$ cat src/rtl/alarm_clock_controller.sv
// Alarm clock sequencer: time-of-day and alarm registers, mode/set FSM and ring control.
// All state advances on clk; tick_1hz and the button inputs are single-cycle enables.
module alarm_clock_controller #(
    parameter int unsigned ALARM_H_RST = 7,
    parameter int unsigned ALARM_M_RST = 0,
    parameter int unsigned RING_SECS   = 60
) (
    input  logic       clk,
    input  logic       rst,
    input  logic       tick_1hz_i,
    input  logic       btn_mode_i,
    input  logic       btn_up_i,
    input  logic       btn_down_i,
    input  logic       alarm_off_i,
    output logic [4:0] hours_o,
    output logic [5:0] minutes_o,
    output logic [5:0] seconds_o,
    output logic [4:0] alarm_h_o,
    output logic [5:0] alarm_m_o,
    output logic [2:0] mode_o,
    output logic       alarm_en_o,
    output logic       ringing_o
);

    // state  | meaning
    // RUN    | clock runs, btn_down arms/disarms the alarm
    // SET_TH | edit time hours, clock frozen
    // SET_TM | edit time minutes, clock frozen, seconds cleared on exit
    // SET_AH | edit alarm hour, clock runs
    // SET_AM | edit alarm minute, clock runs
    typedef enum logic [2:0] {
        RUN    = 3'd0,
        SET_TH = 3'd1,
        SET_TM = 3'd2,
        SET_AH = 3'd3,
        SET_AM = 3'd4
    } mode_e;

    mode_e      mode_q, mode_d;
    logic [4:0] hours_q, hours_d, alarm_h_q, alarm_h_d;
    logic [5:0] minutes_q, minutes_d, seconds_q, seconds_d, alarm_m_q, alarm_m_d;
    logic       alarm_en_q, alarm_en_d, ringing_q, ringing_d;
    logic [7:0] ring_cnt_q, ring_cnt_d;
    logic       time_runs, edit_up, edit_dn, any_btn;

    function automatic logic [5:0] step_wrap(input logic [5:0] v, input logic [5:0] max_v,
                                             input logic up);
        if (up) return (v == max_v) ? 6'd0 : v + 6'd1;
        else    return (v == 6'd0) ? max_v : v - 6'd1;
    endfunction

    always_comb begin
        mode_d     = mode_q;
        hours_d    = hours_q;
        minutes_d  = minutes_q;
        seconds_d  = seconds_q;
        alarm_h_d  = alarm_h_q;
        alarm_m_d  = alarm_m_q;
        alarm_en_d = alarm_en_q;
        ringing_d  = ringing_q;
        ring_cnt_d = ring_cnt_q;

        time_runs = tick_1hz_i && (mode_q == RUN || mode_q == SET_AH || mode_q == SET_AM);
        edit_up   = btn_up_i & ~btn_down_i;
        edit_dn   = btn_down_i & ~btn_up_i;
        any_btn   = btn_mode_i | btn_up_i | btn_down_i | alarm_off_i;

        if (time_runs) begin
            seconds_d = step_wrap(seconds_q, 6'd59, 1'b1);
            if (seconds_q == 6'd59) begin
                minutes_d = step_wrap(minutes_q, 6'd59, 1'b1);
                if (minutes_q == 6'd59)
                    hours_d = 5'(step_wrap({1'b0, hours_q}, 6'd23, 1'b1));
            end
        end

        if (ringing_q) begin
            // a button that silences the alarm is swallowed entirely
            if (any_btn) begin
                ringing_d = 1'b0;
            end else if (tick_1hz_i) begin
                if (ring_cnt_q == 8'(RING_SECS - 1)) ringing_d = 1'b0;
                else                                  ring_cnt_d = ring_cnt_q + 8'd1;
            end
        end else begin
            if (btn_mode_i) begin
                case (mode_q)
                    RUN:     mode_d = SET_TH;
                    SET_TH:  mode_d = SET_TM;
                    SET_TM:  mode_d = SET_AH;
                    SET_AH:  mode_d = SET_AM;
                    default: mode_d = RUN;
                endcase
                if (mode_q == SET_TM) seconds_d = 6'd0;
            end else if (edit_up || edit_dn) begin
                case (mode_q)
                    RUN:     if (edit_dn) alarm_en_d = ~alarm_en_q;
                    SET_TH:  hours_d   = 5'(step_wrap({1'b0, hours_q}, 6'd23, edit_up));
                    SET_TM:  minutes_d = step_wrap(minutes_q, 6'd59, edit_up);
                    SET_AH:  alarm_h_d = 5'(step_wrap({1'b0, alarm_h_q}, 6'd23, edit_up));
                    SET_AM:  alarm_m_d = step_wrap(alarm_m_q, 6'd59, edit_up);
                    default: ;
                endcase
            end
            // only the tick that lands exactly on hh:mm:00 can fire the alarm
            if (mode_q == RUN && alarm_en_q && tick_1hz_i && hours_d == alarm_h_q &&
                minutes_d == alarm_m_q && seconds_d == 6'd0) begin
                ringing_d  = 1'b1;
                ring_cnt_d = 8'd0;
            end
        end
    end

    always_ff @(posedge clk or posedge rst) begin
        if (rst) begin
            mode_q     <= RUN;
            hours_q    <= 5'd0;
            minutes_q  <= 6'd0;
            seconds_q  <= 6'd0;
            alarm_h_q  <= 5'(ALARM_H_RST);
            alarm_m_q  <= 6'(ALARM_M_RST);
            alarm_en_q <= 1'b0;
            ringing_q  <= 1'b0;
            ring_cnt_q <= 8'd0;
        end else begin
            mode_q     <= mode_d;
            hours_q    <= hours_d;
            minutes_q  <= minutes_d;
            seconds_q  <= seconds_d;
            alarm_h_q  <= alarm_h_d;
            alarm_m_q  <= alarm_m_d;
            alarm_en_q <= alarm_en_d;
            ringing_q  <= ringing_d;
            ring_cnt_q <= ring_cnt_d;
        end
    end

    assign hours_o    = hours_q;
    assign minutes_o  = minutes_q;
    assign seconds_o  = seconds_q;
    assign alarm_h_o  = alarm_h_q;
    assign alarm_m_o  = alarm_m_q;
    assign mode_o     = mode_q;
    assign alarm_en_o = alarm_en_q;
    assign ringing_o  = ringing_q;

endmodule

$ cat config.mk
export PLATFORM = sky130hd
export DESIGN_NAME = alarm_clock_controller
export DESIGN_NICKNAME = d
export VERILOG_FILES = /design/src/rtl/alarm_clock_controller.sv
export SDC_FILE = /design/constraint.sdc
export NUM_CORES = 1
export LEC_CHECK = 0
export ABC_AREA = 1
export CORE_ASPECT_RATIO = 1.5
export CORE_UTILIZATION = 55
export CTS_CLUSTER_DIAMETER = 60
export DETAILED_ROUTE_END_ITERATION = 12
export GPL_ROUTABILITY_DRIVEN = 0
export HOLD_SLACK_MARGIN = 0.05
export PLACE_DENSITY = 0.81
export RECOVER_POWER = 100
export SLEW_MARGIN = 20
export SYNTH_ARGS = -nofsm -noshare
export SYNTH_HDL_FRONTEND = slang
export SYNTH_SLANG_ARGS = --single-unit
$ cat constraint.sdc
create_clock -name clk -period 3.1 [get_ports clk]
set_input_delay 0.62 -clock clk [delete_from_list [all_inputs] [get_ports clk]]
set_output_delay 0.62 -clock clk [all_outputs]
set_load 0.03 [all_outputs]
; Yosys cells after proc, flatten, opt, wreduce, memory -nomap -nowiden
; Cells that the tools add are included.
[classes]
shift = 0
eq_ne = 15
add_sub_neg = 10
mux = 44
n_lt_le_gt_ge = 0
n_div = 0
n_reduce_logical = 21
multipliers = 0
bitwise = 10
[op_table]
columns = op, count
row1 = $mux W6, 19
row2 = $mux W5, 14
row3 = $mux W8, 5
row4 = $add A6 B1 Y6 const B, 3
row5 = $eq A6 B6 Y1 const B, 3
row6 = $logic_not A6 Y1, 3
row7 = $pmux W3 S4, 1
row8 = $reduce_and A4 Y1, 3
row9 = $sub A6 B1 Y6 const B, 2
row10 = $add A5 B1 Y5 const B, 2
row11 = $eq A5 B5 Y1 const B, 2
row12 = $logic_not A5 Y1, 2
row13 = $sub A5 B1 Y5 const B, 2
row14 = $add A8 B1 Y8 const B, 1
row15 = $eq A8 B6 Y1 const B, 1
row16 = $eq A3 B2 Y1 const B, 2
row17 = $eq A6 B6 Y1, 1
row18 = $logic_and A1 B1 Y1, 6
row19 = $ne A2 B2 Y1 const B, 3
row20 = $eq A5 B5 Y1, 1
row21 = $mux W1, 5
row22 = $not A1 Y1, 5
row23 = $reduce_and A5 Y1, 1
row24 = $eq A3 B1 Y1 const B, 1
row25 = 7 further kinds, 12
[totals]
register_bits = 41
mem_count = 0
output_inout_bits = 33
latch_bits = 0
wordCells = 109
mem_bits_ro = 0
mem_bits_rw = 0

; Longest topological paths before layout
[depth]
depth_word = 15
ltp_mapped = 19
ltp_nobuf = 19

; Least setup slack after synthesis
; OpenSTA, ideal clock, no wires.
[synth_path]
path_kind = flip-flop to flip-flop
startpoint = register seconds_q[0], in the netlist seconds_o[0]
endpoint = register ring_cnt_q[2]
path_buffers = 0
arrival_time_ps = 2247
setup_slack_ps = 788
setup_time_ps = 65
stages_incl_launch_ff = 18
path_cell_list = dfrtp_1 -> ha_1 -> nand3_1 -> nor2_4 -> nand3_4 -> inv_2 -> nand2_1 -> nand3_2 -> nand2_1 -> nand2_1 -> nand2_1 -> nor2_1 -> nand2_1 -> nor2_4 -> nand2_4 -> nand2_4 -> nand2_1 -> nand2_1
[synth_between]
elab_chain_cells = 13
[synth_lines]
columns = item, line_no
row1 = "start, declared", 41  ; logic [5:0] minutes_q, minutes_d, seconds_q, seconds_d, alarm_m_q, alarm_m_d;
row2 = "start signal, assigned", 129  ; seconds_q <= seconds_d;
row3 = branches (longest 10 deep; another with $add A6 B1 Y6), n/a
row4 = $logic_and A1 B1 Y1 (*), 107  ; minutes_d == alarm_m_q && seconds_d == 6'd0) begin
row5 = $reduce_bool A2 Y1 (no source line) (*), n/a
row6 = $reduce_and A4 Y1 (no source line) (*), n/a
row7 = "end signal, assigned", 134  ; ring_cnt_q <= ring_cnt_d;
row8 = "end, declared", 43  ; logic [7:0] ring_cnt_q, ring_cnt_d;
; Every way passes the cells marked *. The select of a mux whose other input is x is not followed.
; A chain may end at the register's enable or synchronous reset.

; Final worst setup path
[layout_path]
startpoint = input btn_up_i
endpoint = register ring_cnt_q[0]
[layout_between]
elab_chain_cells = 12
[layout_lines]
columns = item, line_no
row1 = "start, declared", 12  ; input logic btn_up_i,
row2 = $and A1 B1 Y1 or $not A1 Y1 (tied branches), "64, 65"
row3 = $mux W5 or $and A1 B1 Y1 (tied branches), "48, 65"
row4 = $mux W5 or $logic_or A1 B1 Y1 (tied branches), "96, 95"
row5 = $mux W5, 95  ; end else if (edit_up || edit_dn) begin
row6 = $mux W5, 86  ; if (btn_mode_i) begin
row7 = $mux W5, 77  ; if (ringing_q) begin
row8 = $eq A5 B5 Y1, 106  ; if (mode_q == RUN && alarm_en_q && tick_1hz_i && hours_d == alarm_h_q &&
row9 = $logic_and A1 B1 Y1 (2 in series), 106
row10 = $logic_and A1 B1 Y1, 107
row11 = $reduce_bool A2 Y1 (no source line), n/a
row12 = $reduce_and A4 Y1 (no source line) (*), n/a
; Every way passes the cells marked *; elsewhere a longest branch is shown, timed or not. The select of a mux whose other input is x is not followed.

==> metrics.md <==
| Metric | Value |
|---|---|
| Critical path startpoint category | `input port` |
| Crit path cell chain | `clkdlybuf4s50_1 > inv_1 > ha_1 > nor2_1 > inv_1 > nor2_2 > inv_2 > nand3_1 > nand3_1 > nand2_1 > nand3_2 > nor2_4 > nand2_4 > nand2_4 > nand2_1 > nand2_1` |
| Pins Over Slew Limit | `0` |
| TritonCTS clock tree | `done` |
| Crit path DAT | `3.05 ns` |
| Final critical-path share of the clock period | `90.83%` |
| Postcts setup bufs | `0` |
| Setup skew after layout | `0.01393 ns` |
| Overall power | `0.003990 W` |
| Post-synth net total | `551` |
| Sink Count | `41` |
| Cell with the most instances after synthesis | `nand2_1` |
| Fraction of layout instances using a drive strength above 1 | `10.94%` |
| Post-synth cell types | `38` |
| WL final | `9.137 mm` |
| Final Setup Violations | `0` |
| Drt initial violations | `309` |
| Drt drc | `0` |
| GRT Overall Usage | `28.87%` |
| Inserted Clock Buffers | `5` |
| Status | `finished, final reports clean` |
| FF+latch count, synth | `41` |
| Share of the synthesized area in the top cell type | `26.36%` |
| Fin util | `67.38%` |
| EDFF count, synth | `0` |
| Clk pwr share | `9.9%` |
| Vias per cell | `5.678` |
| Max Buffers Root-to-Sink | `2` |
| Number of buffers added on ports | `39` |
| RSZ-0062 raised after global routing | `false` |
| Top-level I/O count | `40` |
| DIE HEIGHT | `101.2 um` |
| Vias | `3691` |
| Ys flop type | `dfrtp_1` |
| Placed Area | `0.004104 mm2` |
| Pin count of the biggest net entering global routing | `42` |
| Max-slew headroom at the worst pin | `26.27%` |
| Number of diodes | `0` |
| Leak | `2.054 nW` |
| Clk_lat worst skew | `0.30 ns` |
| CTS Hold Buffers Added | `0` |
| Sequential fraction of the synthesis area | `28.55%` |
| Horiz. Die Dim | `68.13 um` |
| Min-Delay Path Class | `reg -> reg` |
| Crit-path max cell delay | `0.47 ns` |
| ANT nets after route | `0` |
| Final Cell Area | `0.004190 mm2` |
| Actual slew at the worst max-slew pin | `1.106 ns` |
| Post-DR wirelength/cell | `14.06 um` |
| Final HPWL DP | `6.997 mm` |
| Yosys warning count | `0` |
| DIE AREA | `0.006893 mm2` |
| Area delta synth->final | `16.16%` |
| Vias in the first global route | `3586` |
| Clock slew at reported path FFs | `0.07 ns` |
| Area leader, netlist | `dfrtp_1` |
| Worst path buffer plus inverter count | `4` |
| Final Hold Fails | `0` |
| H-tree depth | `2` |
| PwrDens | `952.2 mW/mm2` |
| First-pass DRT Iterations | `5` |
| Crit Path Category | `in -> reg` |
| Rows | `35` |
| Tmin final | `2.816 ns` |
| Root Buffer | `clkbuf_8` |
| Worst-case vdd ir drop | `0.5046 mV` |
| Syn Area/Cell | `6.806 um2` |
| Required time of the critical path | `3.33 ns` |
| Flop pwr share | `28.1%` |
| Worst path most repeated cell | `nand2_1` |
| CP max stage cell | `clkdlybuf4s50_1` |
| Sw Pwr | `0.002147 W` |
| Global route overflow | `0` |
| Crit-path leading delay family | `simple AND/OR/NAND/NOR gates` |
| Antenna violations before repair | `0` |
| Initial Util | `58.01%` |
| Share of total power in combinational logic | `62.0%` |
| Area of the core | `0.006218 mm2` |
| Ranking of synthesized cells by area | `dfrtp_1 (26%), nand2_1 (14%), nand3_1 (9.0%)` |
| Post-Syn Area | `0.003607 mm2` |
| Nets | `596` |
| Syn Inst Count | `530` |
| MaxCap Viol Count | `0` |
| Peak Freq | `355.1 MHz` |
| Crit end category | `flip-flop` |
| CP Max Fanout | `10` |
| First-pass GRT wire length | `15.55 mm` |
| P_int | `0.001843 W` |
| Switching Share | `53.82%` |
| Async set or reset register ratio after synthesis | `100.0%` |
| Commonest cells in the netlist | `nand2_1 (138), nand3_1 (65), inv_1 (53), nor2_1 (42), dfrtp_1 (38)` |
## through the flow
stage / TNS [ns] / setup WS, ns / std cells / hold WS (ns)
2_1_floorplan: 0 / 0.7880 / 530 / 0.4954
3_3_place_gp: -0.7265 / -0.09566 / 642 / 0.5037
3_5_place_dp: -0.8214 / -0.1105 / 642 / 0.5098
4_1_cts: 0 / 0.1953 / 650 / 0.5250
5_1_grt: 0 / 0.04502 / 650 / 0.5355
6_report: 0 / 0.2841 / 650 / 0.5225
## layout make-up
class | count | area (um2)
Multi-Input combinational cell | 415 | 2278
Sequential cell | 41 | 1030
Timing Repair Buffer | 48 | 447.9
Clock inverter | 1 | 5.005
Tap cell | 74 | 92.59
Clock buffer | 7 | 96.34
Fill cell | 558 | 2028
Inverter | 64 | 240.2
## power groups by stage
stage / clock network [W] / registers [W] / logic [W]
after floorplan: 0 / 0.00141 / 0.00146
after global placement: 0 / 0.00112 / 0.00248
after detailed placement: 0 / 0.00113 / 0.00252
after CTS: 0.000408 / 0.00112 / 0.00254
after global routing: 0.000423 / 0.00116 / 0.00274
final: 0.000396 / 0.00112 / 0.00247
## logic make-up after synthesis
family,Yosys count,synth area share [%]
xor+xnor,26,6.313
simple gates,305,40.86
fa+ha+maj,14,4.856
buf+inv,74,8.151
compound gates,70,11.27
flops,41,28.55
## metal layers
| layer | global-route usage, % | vias to the layer above | wire length (um) |
|---|---|---|---|
| met1 | 33.43 | 1702 | 3708 |
| met4 | 13.46 | 0 | 312 |
| met3 | 3.829 | 28 | 349 |
| met2 | 50.83 | 122 | 4767 |
| met5 | 0 | - | 0 |
| li1 | - | 1839 | - |
## worst register-to-register path, delay by kind of cell (launching register included)
family / cells / cell delay [ns]
DFF: 1 / 0.50
and+or+nand+nor: 16 / 1.81
adders and majority gates: 1 / 0.31
## placed cells by master, fill, tap and decap left out, types with 6 or more instances in the layout
cell | netlist | routed
a21oi_1 | 19 | 19
a31oi_1 | 11 | 11
buf_4 | 0 | 6
clkbuf_8 | 0 | 7
dfrtp_1 | 38 | 38
dlygate4sd3_1 | 0 | 35
ha_1 | 14 | 14
inv_1 | 53 | 53
inv_2 | 9 | 9
nand2_1 | 138 | 138
nand2_2 | 10 | 10
nand3_1 | 65 | 67
nand3_2 | 10 | 8
nand4_1 | 12 | 12
nor2_1 | 42 | 42
nor3_1 | 7 | 7
o21ai_0 | 25 | 25
xor2_1 | 21 | 21
## worst paths after layout
| check | startpoint | endpoint | slack [ns] | depth (start not counted) |
|---|---|---|---|---|
| worst max-delay path | btn_up_i | ring_cnt_q[0]$_DFFE_PP0P_ | 0.28 | 16 |
| worst min-delay path | alarm_en_o$_DFFE_PP0P_ | alarm_en_o$_DFFE_PP0P_ | 0.52 | 1 |
| worst max register to register | seconds_o[0]$_DFF_PP0_ | ring_cnt_q[0]$_DFFE_PP0P_ | 0.40 | 17 |
| worst min register to register | alarm_en_o$_DFFE_PP0P_ | alarm_en_o$_DFFE_PP0P_ | 0.52 | 1 |
| max in group asynchronous | rst | alarm_m_o[4]$_DFFE_PP0P_ | 1.38 | 3 |
| min in group asynchronous | rst | mode_o[2]$_DFFE_PP0P_ | 1.07 | 3 |
## flip-flops by register name (all words and copies together) (netlist names)
signal and count:
seconds_o 6, alarm_h_o 5, ringing_o 1, alarm_en_o 1
hours_o 5, ring_cnt_q 8, mode_o 3, alarm_m_o 6
minutes_o 6
## timing repair
item / CTS / global route
hold endpoints to repair: 0 / 0
gates resized for setup: 0 / 1
endpoints found under the setup margin: 0 / 7
No activity file was read; power rests on OpenSTA's default activity.
